===== src/rtl/lite_board_regbank_if.sv =====
// Bus bundle for lite_board_regbank: Xillybus Lite access port, committed-row
// stream and info-text RAM write port.
interface lite_board_regbank_if #(
  parameter int unsigned ROWS      = 19,
  parameter int unsigned ROW_W     = 38,
  parameter int unsigned TXT_DEPTH = 512
);
  localparam int unsigned IDX_W = (ROWS > 1) ? $clog2(ROWS) : 1;
  localparam int unsigned TA_W  = $clog2(TXT_DEPTH);

  logic              user_wren;
  logic              user_rden;
  logic [3:0]        user_wstrb;
  logic [31:0]       user_addr;
  logic [31:0]       user_wr_data;
  logic [31:0]       user_rd_data;
  logic              row_valid;
  logic              row_ready;
  logic [IDX_W-1:0]  row_index;
  logic [ROW_W-1:0]  row_data;
  logic              txt_we;
  logic [TA_W-1:0]   txt_addr;
  logic [7:0]        txt_data;

  modport master (
    output user_wren, user_rden, user_wstrb, user_addr, user_wr_data, row_ready,
    input  user_rd_data, row_valid, row_index, row_data, txt_we, txt_addr, txt_data
  );

  modport slave (
    input  user_wren, user_rden, user_wstrb, user_addr, user_wr_data, row_ready,
    output user_rd_data, row_valid, row_index, row_data, txt_we, txt_addr, txt_data
  );
endinterface


===== src/rtl/lite_board_regbank.sv =====
// Board row register bank behind Xillybus Lite: low-word writes commit whole rows
// into a small FIFO feeding the renderer; text writes stream into an 8-bit RAM.
module lite_board_regbank #(
  parameter int unsigned ROWS       = 19,
  parameter int unsigned ROW_W      = 38,
  parameter int unsigned FIFO_DEPTH = 4,
  parameter int unsigned TXT_BASE   = 64,
  parameter int unsigned TXT_DEPTH  = 512
) (
  input logic                 user_clk,
  input logic                 arst_n,
  lite_board_regbank_if.slave bus
);
  localparam int unsigned HI_W  = ROW_W - 32;
  localparam int unsigned IDX_W = (ROWS > 1) ? $clog2(ROWS) : 1;
  localparam int unsigned TA_W  = $clog2(TXT_DEPTH);
  localparam int unsigned PTR_W = $clog2(FIFO_DEPTH);
  localparam int unsigned LVL_W = PTR_W + 1;

  function automatic logic [31:0] merge(input logic [31:0] old_v, input logic [31:0] new_v,
                                        input logic [3:0] strb);
    logic [31:0] res;
    res = old_v;
    for (int b = 0; b < 4; b++) begin
      if (strb[b]) res[8*b +: 8] = new_v[8*b +: 8];
    end
    return res;
  endfunction

  logic [31:0]      r_low  [ROWS];
  logic [HI_W-1:0]  r_high [ROWS];
  logic [IDX_W-1:0] r_fifo_idx [FIFO_DEPTH];
  logic [ROW_W-1:0] r_fifo_dat [FIFO_DEPTH];
  logic [PTR_W-1:0] r_wptr, r_rptr;
  logic [LVL_W-1:0] r_level;
  logic [15:0]      r_drop_cnt;
  logic [31:0]      r_rd_data;
  logic             r_txt_we;
  logic [TA_W-1:0]  r_txt_addr;
  logic [7:0]       r_txt_data;

  logic [31:0]      w_word, w_hoff, w_toff;
  logic [IDX_W-1:0] w_lrow, w_hrow;
  logic             w_is_low, w_is_high, w_is_stat, w_is_txt;
  logic [31:0]      w_low_new, w_high_ext, w_high_new, w_status, w_rd_mux;
  logic             w_full, w_nempty, w_pop, w_wr_low, w_push_ok, w_drop, w_txt_wr;
  logic [7:0]       w_txt_byte;
  logic             w_unused;

  assign w_word    = {22'd0, bus.user_addr[11:2]};
  assign w_hoff    = w_word - ROWS;
  assign w_toff    = w_word - TXT_BASE;
  assign w_lrow    = w_word[IDX_W-1:0];
  assign w_hrow    = w_hoff[IDX_W-1:0];
  assign w_is_low  = w_word < ROWS;
  assign w_is_high = (w_word >= ROWS) && (w_word < 2 * ROWS);
  assign w_is_stat = w_word == 2 * ROWS;
  assign w_is_txt  = (w_word >= TXT_BASE) && (w_word < TXT_BASE + TXT_DEPTH);
  assign w_unused  = ^{bus.user_addr[31:12], bus.user_addr[1:0], w_hoff, w_toff, w_high_new};

  always_comb begin
    w_high_ext = '0;
    w_high_ext[HI_W-1:0] = r_high[w_hrow];
  end

  assign w_low_new  = merge(r_low[w_lrow], bus.user_wr_data, bus.user_wstrb);
  assign w_high_new = merge(w_high_ext, bus.user_wr_data, bus.user_wstrb);

  assign w_full    = r_level == LVL_W'(FIFO_DEPTH);
  assign w_nempty  = r_level != '0;
  assign w_pop     = w_nempty & bus.row_ready;
  assign w_wr_low  = bus.user_wren & w_is_low;
  // A pop in the same cycle frees the slot the push needs.
  assign w_push_ok = w_wr_low & (~w_full | w_pop);
  assign w_drop    = w_wr_low & w_full & ~w_pop;
  assign w_txt_wr  = bus.user_wren & w_is_txt & (|bus.user_wstrb);
  assign w_status  = {r_drop_cnt, 8'h00, 4'(r_level), 2'b00, w_full, w_nempty};

  always_comb begin
    w_txt_byte = bus.user_wr_data[7:0];
    if      (bus.user_wstrb[0]) w_txt_byte = bus.user_wr_data[7:0];
    else if (bus.user_wstrb[1]) w_txt_byte = bus.user_wr_data[15:8];
    else if (bus.user_wstrb[2]) w_txt_byte = bus.user_wr_data[23:16];
    else if (bus.user_wstrb[3]) w_txt_byte = bus.user_wr_data[31:24];
  end

  always_comb begin
    w_rd_mux = '0;
    if      (w_is_low)  w_rd_mux = r_low[w_lrow];
    else if (w_is_high) w_rd_mux = w_high_ext;
    else if (w_is_stat) w_rd_mux = w_status;
  end

  always_ff @(posedge user_clk or negedge arst_n) begin
    if (!arst_n) begin
      for (int i = 0; i < ROWS; i++) begin
        r_low[i]  <= '0;
        r_high[i] <= '0;
      end
    end else if (bus.user_wren) begin
      if (w_is_low)  r_low[w_lrow]  <= w_low_new;
      if (w_is_high) r_high[w_hrow] <= w_high_new[HI_W-1:0];
    end
  end

  always_ff @(posedge user_clk or negedge arst_n) begin
    if (!arst_n) begin
      for (int i = 0; i < FIFO_DEPTH; i++) begin
        r_fifo_idx[i] <= '0;
        r_fifo_dat[i] <= '0;
      end
      r_wptr  <= '0;
      r_rptr  <= '0;
      r_level <= '0;
    end else begin
      if (w_push_ok) begin
        // High half is the value held before this cycle.
        r_fifo_idx[r_wptr] <= w_lrow;
        r_fifo_dat[r_wptr] <= {r_high[w_lrow], w_low_new};
        r_wptr             <= r_wptr + 1'b1;
      end
      if (w_pop) r_rptr <= r_rptr + 1'b1;
      if (w_push_ok && !w_pop)      r_level <= r_level + 1'b1;
      else if (!w_push_ok && w_pop) r_level <= r_level - 1'b1;
    end
  end

  always_ff @(posedge user_clk or negedge arst_n) begin
    if (!arst_n) begin
      r_drop_cnt <= '0;
      r_rd_data  <= '0;
      r_txt_we   <= 1'b0;
      r_txt_addr <= '0;
      r_txt_data <= '0;
    end else begin
      if (bus.user_wren && w_is_stat && (|bus.user_wstrb)) r_drop_cnt <= '0;
      else if (w_drop && r_drop_cnt != 16'hFFFF)          r_drop_cnt <= r_drop_cnt + 1'b1;
      if (bus.user_rden) r_rd_data <= w_rd_mux;
      r_txt_we <= w_txt_wr;
      if (w_txt_wr) begin
        r_txt_addr <= w_toff[TA_W-1:0];
        r_txt_data <= w_txt_byte;
      end
    end
  end

  assign bus.row_valid    = w_nempty;
  assign bus.row_index    = r_fifo_idx[r_rptr];
  assign bus.row_data     = r_fifo_dat[r_rptr];
  assign bus.user_rd_data = r_rd_data;
  assign bus.txt_we       = r_txt_we;
  assign bus.txt_addr     = r_txt_addr;
  assign bus.txt_data     = r_txt_data;
endmodule


===== src/flat_wrapper.sv =====
// flat-port wrapper written by rule: the top's interface ports become plain ports
module lite_board_regbank_flat 
#(
  parameter int unsigned ROWS       = 19,
  parameter int unsigned ROW_W      = 38,
  parameter int unsigned FIFO_DEPTH = 4,
  parameter int unsigned TXT_BASE   = 64,
  parameter int unsigned TXT_DEPTH  = 512
)
  (user_clk, arst_n, bus_user_wren, bus_user_rden, bus_user_wstrb, bus_user_addr, bus_user_wr_data, bus_row_ready, bus_user_rd_data, bus_row_valid, bus_row_index, bus_row_data, bus_txt_we, bus_txt_addr, bus_txt_data);
  lite_board_regbank_if #(.ROWS(ROWS), .ROW_W(ROW_W), .TXT_DEPTH(TXT_DEPTH)) bus_i ();
  input logic user_clk;
  input logic arst_n;
  input wire logic [$bits(bus_i.user_wren)-1:0] bus_user_wren;
  input wire logic [$bits(bus_i.user_rden)-1:0] bus_user_rden;
  input wire logic [$bits(bus_i.user_wstrb)-1:0] bus_user_wstrb;
  input wire logic [$bits(bus_i.user_addr)-1:0] bus_user_addr;
  input wire logic [$bits(bus_i.user_wr_data)-1:0] bus_user_wr_data;
  input wire logic [$bits(bus_i.row_ready)-1:0] bus_row_ready;
  output wire logic [$bits(bus_i.user_rd_data)-1:0] bus_user_rd_data;
  output wire logic [$bits(bus_i.row_valid)-1:0] bus_row_valid;
  output wire logic [$bits(bus_i.row_index)-1:0] bus_row_index;
  output wire logic [$bits(bus_i.row_data)-1:0] bus_row_data;
  output wire logic [$bits(bus_i.txt_we)-1:0] bus_txt_we;
  output wire logic [$bits(bus_i.txt_addr)-1:0] bus_txt_addr;
  output wire logic [$bits(bus_i.txt_data)-1:0] bus_txt_data;
  assign bus_i.user_wren = bus_user_wren;
  assign bus_i.user_rden = bus_user_rden;
  assign bus_i.user_wstrb = bus_user_wstrb;
  assign bus_i.user_addr = bus_user_addr;
  assign bus_i.user_wr_data = bus_user_wr_data;
  assign bus_i.row_ready = bus_row_ready;
  assign bus_user_rd_data = bus_i.user_rd_data;
  assign bus_row_valid = bus_i.row_valid;
  assign bus_row_index = bus_i.row_index;
  assign bus_row_data = bus_i.row_data;
  assign bus_txt_we = bus_i.txt_we;
  assign bus_txt_addr = bus_i.txt_addr;
  assign bus_txt_data = bus_i.txt_data;
  lite_board_regbank #(.ROWS(ROWS), .ROW_W(ROW_W), .FIFO_DEPTH(FIFO_DEPTH), .TXT_BASE(TXT_BASE), .TXT_DEPTH(TXT_DEPTH)) u_core (.user_clk(user_clk), .arst_n(arst_n), .bus(bus_i));
endmodule

===== config.mk =====
export PLATFORM = sky130hd
export DESIGN_NAME = lite_board_regbank_flat
export DESIGN_NICKNAME = d
export VERILOG_FILES = /design/src/rtl/lite_board_regbank_if.sv /design/src/rtl/lite_board_regbank.sv /design/src/flat_wrapper.sv
export SDC_FILE = /design/constraint.sdc
export NUM_CORES = 2
export LEC_CHECK = 0
export ABC_AREA = 1
export CORE_ASPECT_RATIO = 1.2
export CORE_UTILIZATION = 30
export DETAILED_ROUTE_END_ITERATION = 12
export GPL_TIMING_DRIVEN = 0
export HOLD_SLACK_MARGIN = 0.12
export PLACE_DENSITY = 0.43
export SLEW_MARGIN = 10
export SYNTH_ARGS = -nofsm -noshare
export SYNTH_HDL_FRONTEND = slang
export SYNTH_SLANG_ARGS = --single-unit

===== constraint.sdc =====
create_clock -name user_clk -period 2.1 [get_ports user_clk]
set_input_delay 0.42 -clock user_clk [delete_from_list [all_inputs] [get_ports user_clk]]
set_output_delay 0.42 -clock user_clk [all_outputs]
set_load 0.01 [all_outputs]

==> impl_metrics.tcl <==
set metrics [dict create \
    outcome "finished with violations" \
    violations "hold timing, setup timing" \
    measured_slew_at_the_worst_slew_check_pin_ns 1.03 \
    fin_tns_setup_ns -22.33 \
    max-cap-violations 0 \
    max-vdd-ir-drop_mv 0.630 \
    maximum_number_of_pins_on_one_net_before_global_route_repair 135 \
    swShare_pct 32.7 \
    clk_pin_slew_ns 0.06 \
    timing.fmax_mhz 386 \
    detail_route.drc_violations 0 \
    finish.net_count 7445 \
    dp_hpwl_um 156000 \
    p_int_mw 38.4 \
    floorplan.die_area_um2 163000 \
    synth-seq-area-share_pct 49.9 \
    seq_power_share_pct 36.3 \
    grt-ovfl-total 0 \
    tritoncts "done" \
    setup.reg_to_reg.worst_slack_ns -0.02 \
    worstHoldPathType "in -> async" \
    synth_fp_nets 6895 \
    die_y_um 442 \
    die-width_um 369 \
    holdWs_ns -0.416 \
    setup_viol_count_final 129 \
    number_of_antenna_violations_at_the_first_check_in_global_routing 2 \
    critical_path.max_fanout 8 \
    num_vias 47445 \
    final-seq-area_um2 24200 \
    worstSetupEndpointType "output pin" \
    final-max-slew-violation-count 0 \
    cell_at_the_root_of_the_clock_tree "sky130_fd_sc_hd__clkbuf_16" \
    cts_h_tree_lvls 3 \
    crit_required_ns 1.68 \
    warning_count_from_the_yosys_run 0 \
    clock_power_share_pct 37.7 \
    first_pass_grt_wire_length_um 318000 \
    floorplan.io_pins 167 \
    multi_input_comb_area_um2 25100 \
    most-common-layout-cells "3156 x sky130_fd_sc_hd__nand2_1, 962 x sky130_fd_sc_hd__dfrtp_1, 365 x sky130_fd_sc_hd__inv_1, 342 x sky130_fd_sc_hd__nand2_2, 250 x sky130_fd_sc_hd__nand3_1" \
    post-route-min-period_ns 2.59 \
    synth.distinct_cells 41 \
    grt_usage_pct 26.4 \
    route.detailed.wl_per_inst_um 23.8 \
    utilization_pct 42.1 \
    synthTopCellsByArea "sky130_fd_sc_hd__dfrtp_1 50%, sky130_fd_sc_hd__nand2_1 29%, sky130_fd_sc_hd__nand3_1 3.4%" \
    synthDominantCellAreaShare_pct 49.9 \
    drt_first_iter_violations 4166 \
    synth_top_area_cell "sky130_fd_sc_hd__dfrtp_1" \
    antenna_left 0 \
    synth-edff-count 0 \
    final_layout_size_suffix_gt1_share_pct 25.4 \
    non_filler_instances 9572 \
    mostFrequentLayoutCell "sky130_fd_sc_hd__nand2_1" \
    worstPathArrival_ns 2.17 \
    power-per-cell-area_nw_per_um2 845 \
    insertion_delay_ns 0.76 \
    first_pass_iters 6 \
    synth_area_per_cell_um2 7.12 \
    post-place-cells 9071 \
    grt_pass1_vias 45304 \
    weighted_congestion_at_the_end_of_routability_driven_global_placement 0.949 \
    worst_slew_margin_rel_pct 31.4 \
    ys_ff_latch 967 \
    synthesis.instances 6807 \
    via_per_inst 4.96 \
    final_min_period_over_clock_period_pct 123 \
    placement.io_buffers 138 \
    tritoncts.num_buffers 111 \
    post_synth_instance_area_um2 48500 \
    p_switching_mw 18.6 \
    layout_setup_ws_ns -0.490 \
    coreArea_um2 160000 \
    rsz_0062_raised_after_global_routing "true" \
    comb_power_share_pct 26.0 \
    criticalPathCategory "reg -> out" \
    worst_clock_skew_ns 0.0383 \
    crit_path_start_kind "flip-flop" \
    asyncSetResetFlopFracSynth_pct 100 \
    postSynth.topFlopCell "sky130_fd_sc_hd__dfrtp_1" \
    p_leak_nw 36.4 \
    floorplan.initialDensity_pct 30.2 \
    cts-root-to-sink-buffers 3 \
    routed_wirelength_um 228000 \
    final-hold-violation-count 100 \
    clock_sinks 967 \
    num-fill-cells 16587 \
    count_of_cells_along_the_worst_register_to_register_path 10 \
    num_rows 161 \
    area_delta_synth_final_pct 39.1 \
]
[per-stage QoR]
| step | power (mW) | worst slack (ns) | instance area (um^2) |
|---|---|---|---|
| floorplan | 25.7 | -0.400 | 48700 |
| global placement | 30.7 | -48.59 | 52700 |
| detailed placement | 30.9 | -3.04 | 52900 |
| CTS | 55.0 | -0.536 | 61400 |
| global route | 58.9 | -0.518 | 67400 |
| finish | 57.0 | -0.490 | 67400 |
[registers in the layout, summed over array words and instances, names as in the netlist]
signal and count:
u_core.r_low 608, u_core.r_fifo_dat 152, u_core.r_high 114, u_core.bus.user_rd_data 32, u_core.r_fifo_idx 20, u_core.r_drop_cnt 16, u_core.bus.txt_addr 9, u_core.bus.txt_data 8
u_core.r_level 3, u_core.r_rptr 2, u_core.r_wptr 2, u_core.bus.txt_we 1
[worst max-delay path, stage by stage, from the launching register on]
cell and delay (ns):
sky130_fd_sc_hd__dfrtp_2 0.41, sky130_fd_sc_hd__buf_12 0.15, sky130_fd_sc_hd__inv_12 0.07, sky130_fd_sc_hd__clkbuf_16 0.17, sky130_fd_sc_hd__buf_8 0.14, sky130_fd_sc_hd__nor2_2 0.04
sky130_fd_sc_hd__o22ai_2 0.23, sky130_fd_sc_hd__buf_2 0.17
[cell families after synthesis]
| logic type | Yosys count | share of synthesized area [%] |
|---|---|---|
| and+or+nand+nor | 4451 | 36.3 |
| DFF | 967 | 49.9 |
| buffers and inverters | 879 | 7.65 |
| AOI/OAI and AO/OA | 476 | 5.40 |
| xor gates and xnor gates | 18 | 0.341 |
| adders and majority gates | 15 | 0.403 |
| muxes | 1 | 0.0232 |
[layer usage]
layer	vias to the layer above	part of all wire, %	track usage (%)
met2	1658	47	44.3
met1	23390	43	34.9
met4	0	4.2	9.42
met3	355	5.9	3.08
li1	22042	-	-
met5	-	0	0
[synth_stat cells (all sizes together), types with 25 or more instances]
library cell	n
o22ai	43
o211ai	25
inv	451
nor2	293
buf	266
or2	31
nand2	3733
a21oi	30
nand3	325
clkbuf	156
dfrtp	967
nand4	53
o21ai	334
[final cells by class]
class                      instances  share of cell area (%)
timing repair inverter             1                 0.00928
inverter                         457                    2.82
antenna                            1                 0.00371
clock buffer                     168                    5.06
buffer                           409                    6.22
tap                             2119                    3.93
multi-input combinational       4966                    37.2
sequential                       967                    35.9
clock inverter                    40                   0.872
timing repair buffer             444                    7.98
[repair_timing]
item,4_1_cts,5_1_grt
endpoints found under the hold margin,101,101
setup endpoints to repair,1055,1193
gates resized for setup,1218,1252
hold buffers,1,1
pin swaps,126,246
setup buffers,121,126
cloned,20,55
[final timing paths]
path	start	to
worst max-delay path	u_core.r_rptr[0]	bus_row_data[17]
worst min-delay path	arst_n	u_core.r_low[553]
worst max register to register	u_core.r_level[0]	u_core.r_level[1]
worst min register to register	u_core.r_low[317]	u_core.r_low[317]
max in group asynchronous	arst_n	u_core.r_fifo_dat[33]
min in group user_clk	bus_user_addr[9]	u_core.bus.txt_addr[7]
[power by group through the flow]
| stage | Clock (mW) | Sequential [mW] | Combinational, mW |
|---|---|---|---|
| 2_1_floorplan | 0 | 20.7 | 4.98 |
| 3_3_place_gp | 0 | 20.9 | 9.80 |
| 3_5_place_dp | 0 | 20.9 | 10.1 |
| 4_1_cts | 21.8 | 20.6 | 12.5 |
| 5_1_grt | 22.5 | 20.8 | 15.6 |
| 6_report | 21.5 | 20.7 | 14.8 |
Note: power is estimated with default switching activity, not from simulation.
